`src/rtl/collision_engine_if.sv`:
```
// Bundle between the ball position register, the collision engine and the motion/score logic.
interface collision_engine_if #(
  parameter int X_W     = 10,
  parameter int Y_W     = 9,
  parameter int PW_W    = 6,
  parameter int SCORE_W = 4
);
  logic               frame_tick;
  logic [X_W-1:0]     ball_x;
  logic [Y_W-1:0]     ball_y;
  logic [Y_W-1:0]     paddle_0;
  logic [Y_W-1:0]     paddle_1;
  logic [PW_W-1:0]    paddlewidth;
  logic               new_game;
  logic               coll_L, coll_R, coll_T, coll_B;
  logic [1:0]         hit_zone;
  logic               point_p1, point_p2;
  logic [SCORE_W-1:0] score_0, score_1;
  logic               ball_reset, serving, game_over;

  modport master (
    output frame_tick, ball_x, ball_y, paddle_0, paddle_1, paddlewidth, new_game,
    input  coll_L, coll_R, coll_T, coll_B, hit_zone, point_p1, point_p2,
           score_0, score_1, ball_reset, serving, game_over
  );

  modport slave (
    input  frame_tick, ball_x, ball_y, paddle_0, paddle_1, paddlewidth, new_game,
    output coll_L, coll_R, coll_T, coll_B, hit_zone, point_p1, point_p2,
           score_0, score_1, ball_reset, serving, game_over
  );
endinterface

```
`src/rtl/collision_engine.sv`:
```
// Frame-strobed wall/paddle contact detection with hit-zone reporting, scoring and
// a serve/play/game-over sequencer.
module collision_engine #(
  parameter int SCREEN_H    = 480,
  parameter int BALL_SIZE   = 8,
  parameter int WALL_MARGIN = 10,
  parameter int LEFT_X      = 40,
  parameter int RIGHT_X     = 592,
  parameter int X_W         = 10,
  parameter int Y_W         = 9,
  parameter int PW_W        = 6,
  parameter int SERVE_DELAY = 60,
  parameter int WIN_SCORE   = 9,
  parameter int SCORE_W     = 4
) (
  input  logic              clk,
  input  logic              reset_n,
  collision_engine_if.slave bus
);
  typedef enum logic [1:0] {S_PLAY, S_MISS, S_SERVE, S_OVER} state_t;

  localparam int YE    = Y_W + 1;
  localparam int CNT_W = (SERVE_DELAY > 1) ? $clog2(SERVE_DELAY) : 1;

  state_t             state_q, state_d;
  logic [CNT_W-1:0]   cnt_q, cnt_d;
  logic [3:0]         latch_q, latch_d;   // {T, B, L, R}
  logic [3:0]         coll_q, coll_d;
  logic [1:0]         hz_q, hz_d;
  logic               pt1_q, pt1_d, pt2_q, pt2_d;
  logic               miss_left_q, miss_left_d;
  logic [SCORE_W-1:0] score0_q, score0_d, score1_q, score1_d, sc_new;

  logic [YE-1:0] by_e, pad_e, pw_e, ball_bot, pad_bot, center, off;
  logic [YE+1:0] off3, pw1, pw2;
  logic          in_t, in_b, in_l, in_r, overlap, miss;
  logic [1:0]    zone;
  logic [3:0]    cond;

  // Geometry is evaluated at one extra bit so the sums never wrap.
  always_comb begin
    by_e     = {1'b0, bus.ball_y};
    in_t     = by_e <= YE'(WALL_MARGIN);
    in_b     = !in_t && (by_e >= YE'(SCREEN_H - BALL_SIZE - WALL_MARGIN));
    in_l     = !in_t && !in_b && (bus.ball_x <= X_W'(LEFT_X));
    in_r     = !in_t && !in_b && !in_l && (bus.ball_x >= X_W'(RIGHT_X));
    pad_e    = in_l ? {1'b0, bus.paddle_0} : {1'b0, bus.paddle_1};
    pw_e     = YE'(bus.paddlewidth);
    ball_bot = by_e + YE'(BALL_SIZE);
    pad_bot  = pad_e + pw_e;
    overlap  = (ball_bot >= pad_e) && (by_e <= pad_bot);
    miss     = (in_l || in_r) && !overlap;
    cond     = {in_t, in_b, in_l && overlap, in_r && overlap};
    center   = by_e + YE'(BALL_SIZE / 2);
    off      = '0;
    if (center > pad_e) off = center - pad_e;
    if (off > pw_e) off = pw_e;
    off3     = {2'b00, off} + {1'b0, off, 1'b0};
    pw1      = {2'b00, pw_e};
    pw2      = {1'b0, pw_e, 1'b0};
    if (pw_e == '0)     zone = 2'd1;
    else if (off3 < pw1) zone = 2'd0;
    else if (off3 < pw2) zone = 2'd1;
    else                 zone = 2'd2;
  end

  always_comb begin
    state_d     = state_q;
    cnt_d       = cnt_q;
    latch_d     = latch_q;
    coll_d      = '0;
    hz_d        = hz_q;
    pt1_d       = 1'b0;
    pt2_d       = 1'b0;
    miss_left_d = miss_left_q;
    score0_d    = score0_q;
    score1_d    = score1_q;
    sc_new      = miss_left_q ? score1_q : score0_q;
    if (sc_new < SCORE_W'(WIN_SCORE)) sc_new = sc_new + SCORE_W'(1);
    if (bus.new_game) begin
      state_d  = S_SERVE;
      cnt_d    = '0;
      latch_d  = '0;
      score0_d = '0;
      score1_d = '0;
    end else begin
      case (state_q)
        S_PLAY: if (bus.frame_tick) begin
          coll_d  = cond & ~latch_q;
          latch_d = cond;
          if (coll_d[1] || coll_d[0]) hz_d = zone;
          if (miss) begin
            state_d     = S_MISS;
            miss_left_d = in_l;
          end
        end
        S_MISS: begin
          if (miss_left_q) begin
            pt2_d    = 1'b1;
            score1_d = sc_new;
          end else begin
            pt1_d    = 1'b1;
            score0_d = sc_new;
          end
          state_d = (sc_new == SCORE_W'(WIN_SCORE)) ? S_OVER : S_SERVE;
          cnt_d   = '0;
        end
        S_SERVE: if (bus.frame_tick) begin
          if (cnt_q == CNT_W'(SERVE_DELAY - 1)) begin
            state_d = S_PLAY;
            cnt_d   = '0;
            latch_d = '0;
          end else begin
            cnt_d = cnt_q + CNT_W'(1);
          end
        end
        default: ;
      endcase
    end
  end

  always_ff @(posedge clk) begin
    if (!reset_n) begin
      state_q     <= S_SERVE;
      cnt_q       <= '0;
      latch_q     <= '0;
      coll_q      <= '0;
      hz_q        <= '0;
      pt1_q       <= 1'b0;
      pt2_q       <= 1'b0;
      miss_left_q <= 1'b0;
      score0_q    <= '0;
      score1_q    <= '0;
    end else begin
      state_q     <= state_d;
      cnt_q       <= cnt_d;
      latch_q     <= latch_d;
      coll_q      <= coll_d;
      hz_q        <= hz_d;
      pt1_q       <= pt1_d;
      pt2_q       <= pt2_d;
      miss_left_q <= miss_left_d;
      score0_q    <= score0_d;
      score1_q    <= score1_d;
    end
  end

  assign bus.coll_T     = coll_q[3];
  assign bus.coll_B     = coll_q[2];
  assign bus.coll_L     = coll_q[1];
  assign bus.coll_R     = coll_q[0];
  assign bus.hit_zone   = hz_q;
  assign bus.point_p1   = pt1_q;
  assign bus.point_p2   = pt2_q;
  assign bus.score_0    = score0_q;
  assign bus.score_1    = score1_q;
  assign bus.serving    = (state_q == S_SERVE);
  assign bus.game_over  = (state_q == S_OVER);
  assign bus.ball_reset = (state_q == S_SERVE) || (state_q == S_OVER);
endmodule

```
`src/flat_wrapper.sv`:
```
// flat-port wrapper written by rule: the top's interface ports become plain ports
module collision_engine_flat 
#(
  parameter int SCREEN_H    = 480,
  parameter int BALL_SIZE   = 8,
  parameter int WALL_MARGIN = 10,
  parameter int LEFT_X      = 40,
  parameter int RIGHT_X     = 592,
  parameter int X_W         = 10,
  parameter int Y_W         = 9,
  parameter int PW_W        = 6,
  parameter int SERVE_DELAY = 60,
  parameter int WIN_SCORE   = 9,
  parameter int SCORE_W     = 4
)
  (clk, reset_n, bus_frame_tick, bus_ball_x, bus_ball_y, bus_paddle_0, bus_paddle_1, bus_paddlewidth, bus_new_game, bus_coll_L, bus_coll_R, bus_coll_T, bus_coll_B, bus_hit_zone, bus_point_p1, bus_point_p2, bus_score_0, bus_score_1, bus_ball_reset, bus_serving, bus_game_over);
  collision_engine_if #(.X_W(X_W), .Y_W(Y_W), .PW_W(PW_W), .SCORE_W(SCORE_W)) bus_i ();
  input  logic clk;
  input  logic reset_n;
  input wire logic [$bits(bus_i.frame_tick)-1:0] bus_frame_tick;
  input wire logic [$bits(bus_i.ball_x)-1:0] bus_ball_x;
  input wire logic [$bits(bus_i.ball_y)-1:0] bus_ball_y;
  input wire logic [$bits(bus_i.paddle_0)-1:0] bus_paddle_0;
  input wire logic [$bits(bus_i.paddle_1)-1:0] bus_paddle_1;
  input wire logic [$bits(bus_i.paddlewidth)-1:0] bus_paddlewidth;
  input wire logic [$bits(bus_i.new_game)-1:0] bus_new_game;
  output wire logic [$bits(bus_i.coll_L)-1:0] bus_coll_L;
  output wire logic [$bits(bus_i.coll_R)-1:0] bus_coll_R;
  output wire logic [$bits(bus_i.coll_T)-1:0] bus_coll_T;
  output wire logic [$bits(bus_i.coll_B)-1:0] bus_coll_B;
  output wire logic [$bits(bus_i.hit_zone)-1:0] bus_hit_zone;
  output wire logic [$bits(bus_i.point_p1)-1:0] bus_point_p1;
  output wire logic [$bits(bus_i.point_p2)-1:0] bus_point_p2;
  output wire logic [$bits(bus_i.score_0)-1:0] bus_score_0;
  output wire logic [$bits(bus_i.score_1)-1:0] bus_score_1;
  output wire logic [$bits(bus_i.ball_reset)-1:0] bus_ball_reset;
  output wire logic [$bits(bus_i.serving)-1:0] bus_serving;
  output wire logic [$bits(bus_i.game_over)-1:0] bus_game_over;
  assign bus_i.frame_tick = bus_frame_tick;
  assign bus_i.ball_x = bus_ball_x;
  assign bus_i.ball_y = bus_ball_y;
  assign bus_i.paddle_0 = bus_paddle_0;
  assign bus_i.paddle_1 = bus_paddle_1;
  assign bus_i.paddlewidth = bus_paddlewidth;
  assign bus_i.new_game = bus_new_game;
  assign bus_coll_L = bus_i.coll_L;
  assign bus_coll_R = bus_i.coll_R;
  assign bus_coll_T = bus_i.coll_T;
  assign bus_coll_B = bus_i.coll_B;
  assign bus_hit_zone = bus_i.hit_zone;
  assign bus_point_p1 = bus_i.point_p1;
  assign bus_point_p2 = bus_i.point_p2;
  assign bus_score_0 = bus_i.score_0;
  assign bus_score_1 = bus_i.score_1;
  assign bus_ball_reset = bus_i.ball_reset;
  assign bus_serving = bus_i.serving;
  assign bus_game_over = bus_i.game_over;
  collision_engine #(.SCREEN_H(SCREEN_H), .BALL_SIZE(BALL_SIZE), .WALL_MARGIN(WALL_MARGIN), .LEFT_X(LEFT_X), .RIGHT_X(RIGHT_X), .X_W(X_W), .Y_W(Y_W), .PW_W(PW_W), .SERVE_DELAY(SERVE_DELAY), .WIN_SCORE(WIN_SCORE), .SCORE_W(SCORE_W)) u_core (.clk(clk), .reset_n(reset_n), .bus(bus_i));
endmodule
```
`config.mk`:
```
export PLATFORM = sky130hd
export DESIGN_NAME = collision_engine_flat
export DESIGN_NICKNAME = d
export VERILOG_FILES = /design/src/rtl/collision_engine_if.sv /design/src/rtl/collision_engine.sv /design/src/flat_wrapper.sv
export SDC_FILE = /design/constraint.sdc
export NUM_CORES = 1
export LEC_CHECK = 0
export CAP_MARGIN = 20
export CORE_MARGIN = 2
export CORE_UTILIZATION = 55
export DETAILED_ROUTE_END_ITERATION = 10
export PLACE_DENSITY = 0.92
export RECOVER_POWER = 25
export SYNTH_ARGS = -nofsm -noshare
export SYNTH_HDL_FRONTEND = slang
export SYNTH_SLANG_ARGS = --single-unit
```
`constraint.sdc`:
```
create_clock -name clk -period 12.9 [get_ports clk]
set_clock_uncertainty 0.15 [all_clocks]
set_input_delay 2.58 -clock clk [delete_from_list [all_inputs] [get_ports clk]]
set_output_delay 2.58 -clock clk [all_outputs]
set_load 0.05 [all_outputs]
```
==> out/metrics.csv <==
metric,value,unit
status,completed,
maximum number of pins on one net before global-route repair,17,
cell area power density,93.3,mW/mm^2
Slowest Stage Delay on Critical Path,0.89,ns
TritonCTS clock tree,yes,
Post-synth top flop,dfxtp_1,
fillers,552,
R2R setup slack,10.49,ns
sinks on the clock net,29,
CP Launch Type,input port,
Seq pwr share,0.208,
final WL,9.40,mm
Post-Synth Adder-Cell Area,0.222,
WL/cell,15.2,um
largest family of logic cells by synthesized area,compound AO/OA/AOI/OAI gates,
combinational share of power,0.571,
placed cell area,0.00452,mm^2
"Cell Area, Synth",0.00382,mm^2
vias per cell,6.00,
Initial Utilization,0.566,
CTS H-tree depth,2,
post-synth cell types,69,
setup TNS,0,ns
Fin. Hold Viols,0,
worst skew pair latency,0.29,ns
share of cells above drive strength 1,0.0724,
total leakage power,2.04,nW
Setup-failing EPs final,0,
DRC,0,
peak supply drop,0.0000412,V
Tcrit/Tclk final,0.917,
clock network fraction of total power,0.221,
post-route cell area,0.00464,mm^2
Crit-path slowest cell,or4b_1,
max-slew violation count,0,
CP Capture Point,u_core.bus.hit_zone[0],
HPWL Detailed,7.79,mm
Critical R2R Launch,u_core.miss_left_q,
Area Overhead vs Synth,21.4,%
worst endpoint required time,12.95,ns
RR Endpoint,u_core.state_q[0],
gpl congestion,0.908,
Worst Setup SP,bus_ball_y[4],
top fanout value on the critical path,16,
Most common cell on crit path,ha_1,
Setup WS post-layout,1.08,ns
Ant. Diodes,0,
minimum clock period,11.82,ns
M2 GR Usage,0.475,
Switch Pwr,0.000175,W
postcts setup bufs,0,
pin slew with the least headroom to its limit,0.962,ns
RSZ-0062 raised after global routing,no,
M1 GR Usage,0.298,
met3 Use GR,0.0303,
complex-gate fraction of the synthesized area,0.237,
DR vias,3717,
xor/xnor cell area share of the yosys netlist,0.0802,
Crit Path Class,input port to register,
# rows,30,
root buffer cell,clkbuf_8,
GRT Total Usage,0.252,
post-CTS resize count,0,
"Seq/Total Area, Yosys",0.152,
Die Area,0.00763,mm^2
Avg Inst Size Synth,8.11,um^2
worst r2r path cells,8,
Num CTS Buffers,5,
Gate Count Post-Synth,471,
initial antenna violation count,0,
deepest clock path buffer count,2,
total core area,0.00676,mm^2
Post-synth EDFFs,0,
DRT Pass-1 Iters,5,
Die W,87.4,um
cts-stage hold buffer count,0,
yosys warns,0,
Max Clk Rate,84.6,MHz
clk slew on worst S/H paths,0.07,ns
most frequent cells in the layout,"ha_1, clkdlybuf4s50_1, nand2_1",
pre-CTS WS,1.01,ns
Seq cells post-synth,29,
Net Sw Frac,0.404,
DRT antenna net count,0,
final global-route overflow total,0,
crit path capture type,register,
P_int,0.000258,W
fraction of synthesized area in multiplexers,0.0472,
first-pass GRT wire length,15.8,mm
Most Crowded Layer GR,met2,
slew margin rel.,0.350,
vias in the first global route,3528,
Worst Path Arrival,11.88,ns
asr flop ratio synth,0,
fin nets,651,
initial DRC count,140,
# Max-Cap Violations,0,
Min Hold Slack,0.262,ns
Die H,87.4,um
HP Start,u_core.latch_q[2],
IO Port Bufs,65,
io pins,66,
HP Class,register to register,
Post-Synth Simple-Gate Area,0.209,
cells in the mapped netlist, types with 2 or more instances:
| cell | count | area share |
|---|---|---|
| ha_1 | 63 | 0.21 |
| nand2_1 | 40 | 0.039 |
| a21oi_1 | 37 | 0.048 |
| nor2_1 | 33 | 0.032 |
| inv_1 | 32 | 0.031 |
| dfxtp_1 | 29 | 0.15 |
| xnor2_1 | 20 | 0.046 |
| o21ai_0 | 19 | 0.025 |
| a21o_1 | 15 | 0.029 |
| nand3_1 | 15 | 0.020 |
| xor2_1 | 15 | 0.034 |
| nand2b_1 | 12 | 0.020 |
| nor3_1 | 11 | 0.014 |
| mux2i_1 | 9 | 0.024 |
| nor2b_1 | 8 | 0.013 |
| clkbuf_1 | 7 | 0.0069 |
| mux2_2 | 6 | 0.018 |
| o211ai_1 | 6 | 0.012 |
| o21a_1 | 6 | 0.012 |
| and2_1 | 5 | 0.0082 |
| nand4_1 | 5 | 0.0082 |
| a211oi_2 | 4 | 0.013 |
| and3_1 | 4 | 0.0065 |
| buf_6 | 4 | 0.012 |
| nor4_1 | 4 | 0.0065 |
| a311oi_1 | 3 | 0.0069 |
| fa_1 | 3 | 0.016 |
| o21bai_1 | 3 | 0.0059 |
| o31a_1 | 3 | 0.0069 |
| o31ai_1 | 3 | 0.0059 |
| a211oi_1 | 2 | 0.0039 |
| a21boi_0 | 2 | 0.0039 |
| a221oi_2 | 2 | 0.0079 |
| a31oi_1 | 2 | 0.0033 |
| conb_1 | 2 | 0.0020 |
| o2111ai_1 | 2 | 0.0046 |
| o21ai_1 | 2 | 0.0026 |
| or4_1 | 2 | 0.0039 |
worst max-delay path, delay by kind of cell:
| family | cells | cell delay, ns |
|---|---|---|
| AND/OR/NAND/NOR | 7 | 2.10 |
| multiplexers | 1 | 0.42 |
| buffers and inverters | 2 | 0.70 |
| AO/OA/AOI/OAI | 16 | 4.19 |
| adder cells (fa/ha/maj) | 5 | 1.75 |
| XOR/XNOR | 1 | 0.14 |
metrics by stage:
step | cells | utilization | power [W]
finish | 619 | 0.686 | 0.000433
floorplan | 477 | - | 0.000276
CTS | 619 | 0.686 | 0.000430
global route | 619 | 0.686 | 0.000466
global placement | 611 | 0.669 | 0.000325
detailed placement | 611 | 0.669 | 0.000333
cell families after synthesis:
| family | count (synthesis) |
|---|---|
| fa+ha+maj | 66 |
| buf+inv | 44 |
| mux | 16 |
| other cells | 2 |
| compound gates | 126 |
| simple gates | 153 |
| xor+xnor | 35 |
| flops | 29 |
registers in the layout, indices dropped and copies added, names as in the netlist, 2 cells and up:
| name | flops |
|---|---|
| u_core.cnt_q | 6 |
| u_core.bus.score_0 | 4 |
| u_core.state_q | 2 |
| u_core.bus.hit_zone | 2 |
| u_core.coll_q | 4 |
| u_core.latch_q | 4 |
| u_core.bus.score_1 | 4 |
power by group through the flow:
stage,clock (W),combinational [W],sequential (W)
after floorplan,0,0.000184,0.0000919
after global placement,0,0.000233,0.0000920
after detailed placement,0,0.000241,0.0000920
after CTS,0.0000965,0.000244,0.0000900
after global routing,0.0000998,0.000276,0.0000899
final,0.0000956,0.000247,0.0000899
area by class of cell:
class / instances / area [um^2] / share of cell area
Multi-Input combinational cell: 404 / 3070 / 0.661
Timing Repair Buffer: 65 / 651 / 0.140
Sequential cell: 29 / 581 / 0.125
Inverter: 33 / 124 / 0.0267
Tap cell: 80 / 100 / 0.0216
Clock buffer: 5 / 68.8 / 0.0148
Clock inverter: 3 / 46.3 / 0.00998
worst min-delay path by stage:
| stage | cells after the start | slack [ns] | end |
|---|---|---|---|
| after floorplan | 1 | 0.24 | u_core.coll_q[3] |
| after global placement | 1 | 0.25 | u_core.coll_q[3] |
| after detailed placement | 1 | 0.25 | u_core.coll_q[3] |
| after CTS | 1 | 0.26 | u_core.coll_q[3] |
| after global routing | 1 | 0.27 | u_core.coll_q[2] |
| final | 1 | 0.26 | u_core.coll_q[2] |
metal layers:
layer,routed length [um],part of all wire,vias up
met1,4000,0.43,1754
met4,155,0.016,0
met3,446,0.047,18
li1,-,-,1826
met5,0,0,-
met2,4800,0.51,119
Note: power is estimated with default switching activity, not from simulation.
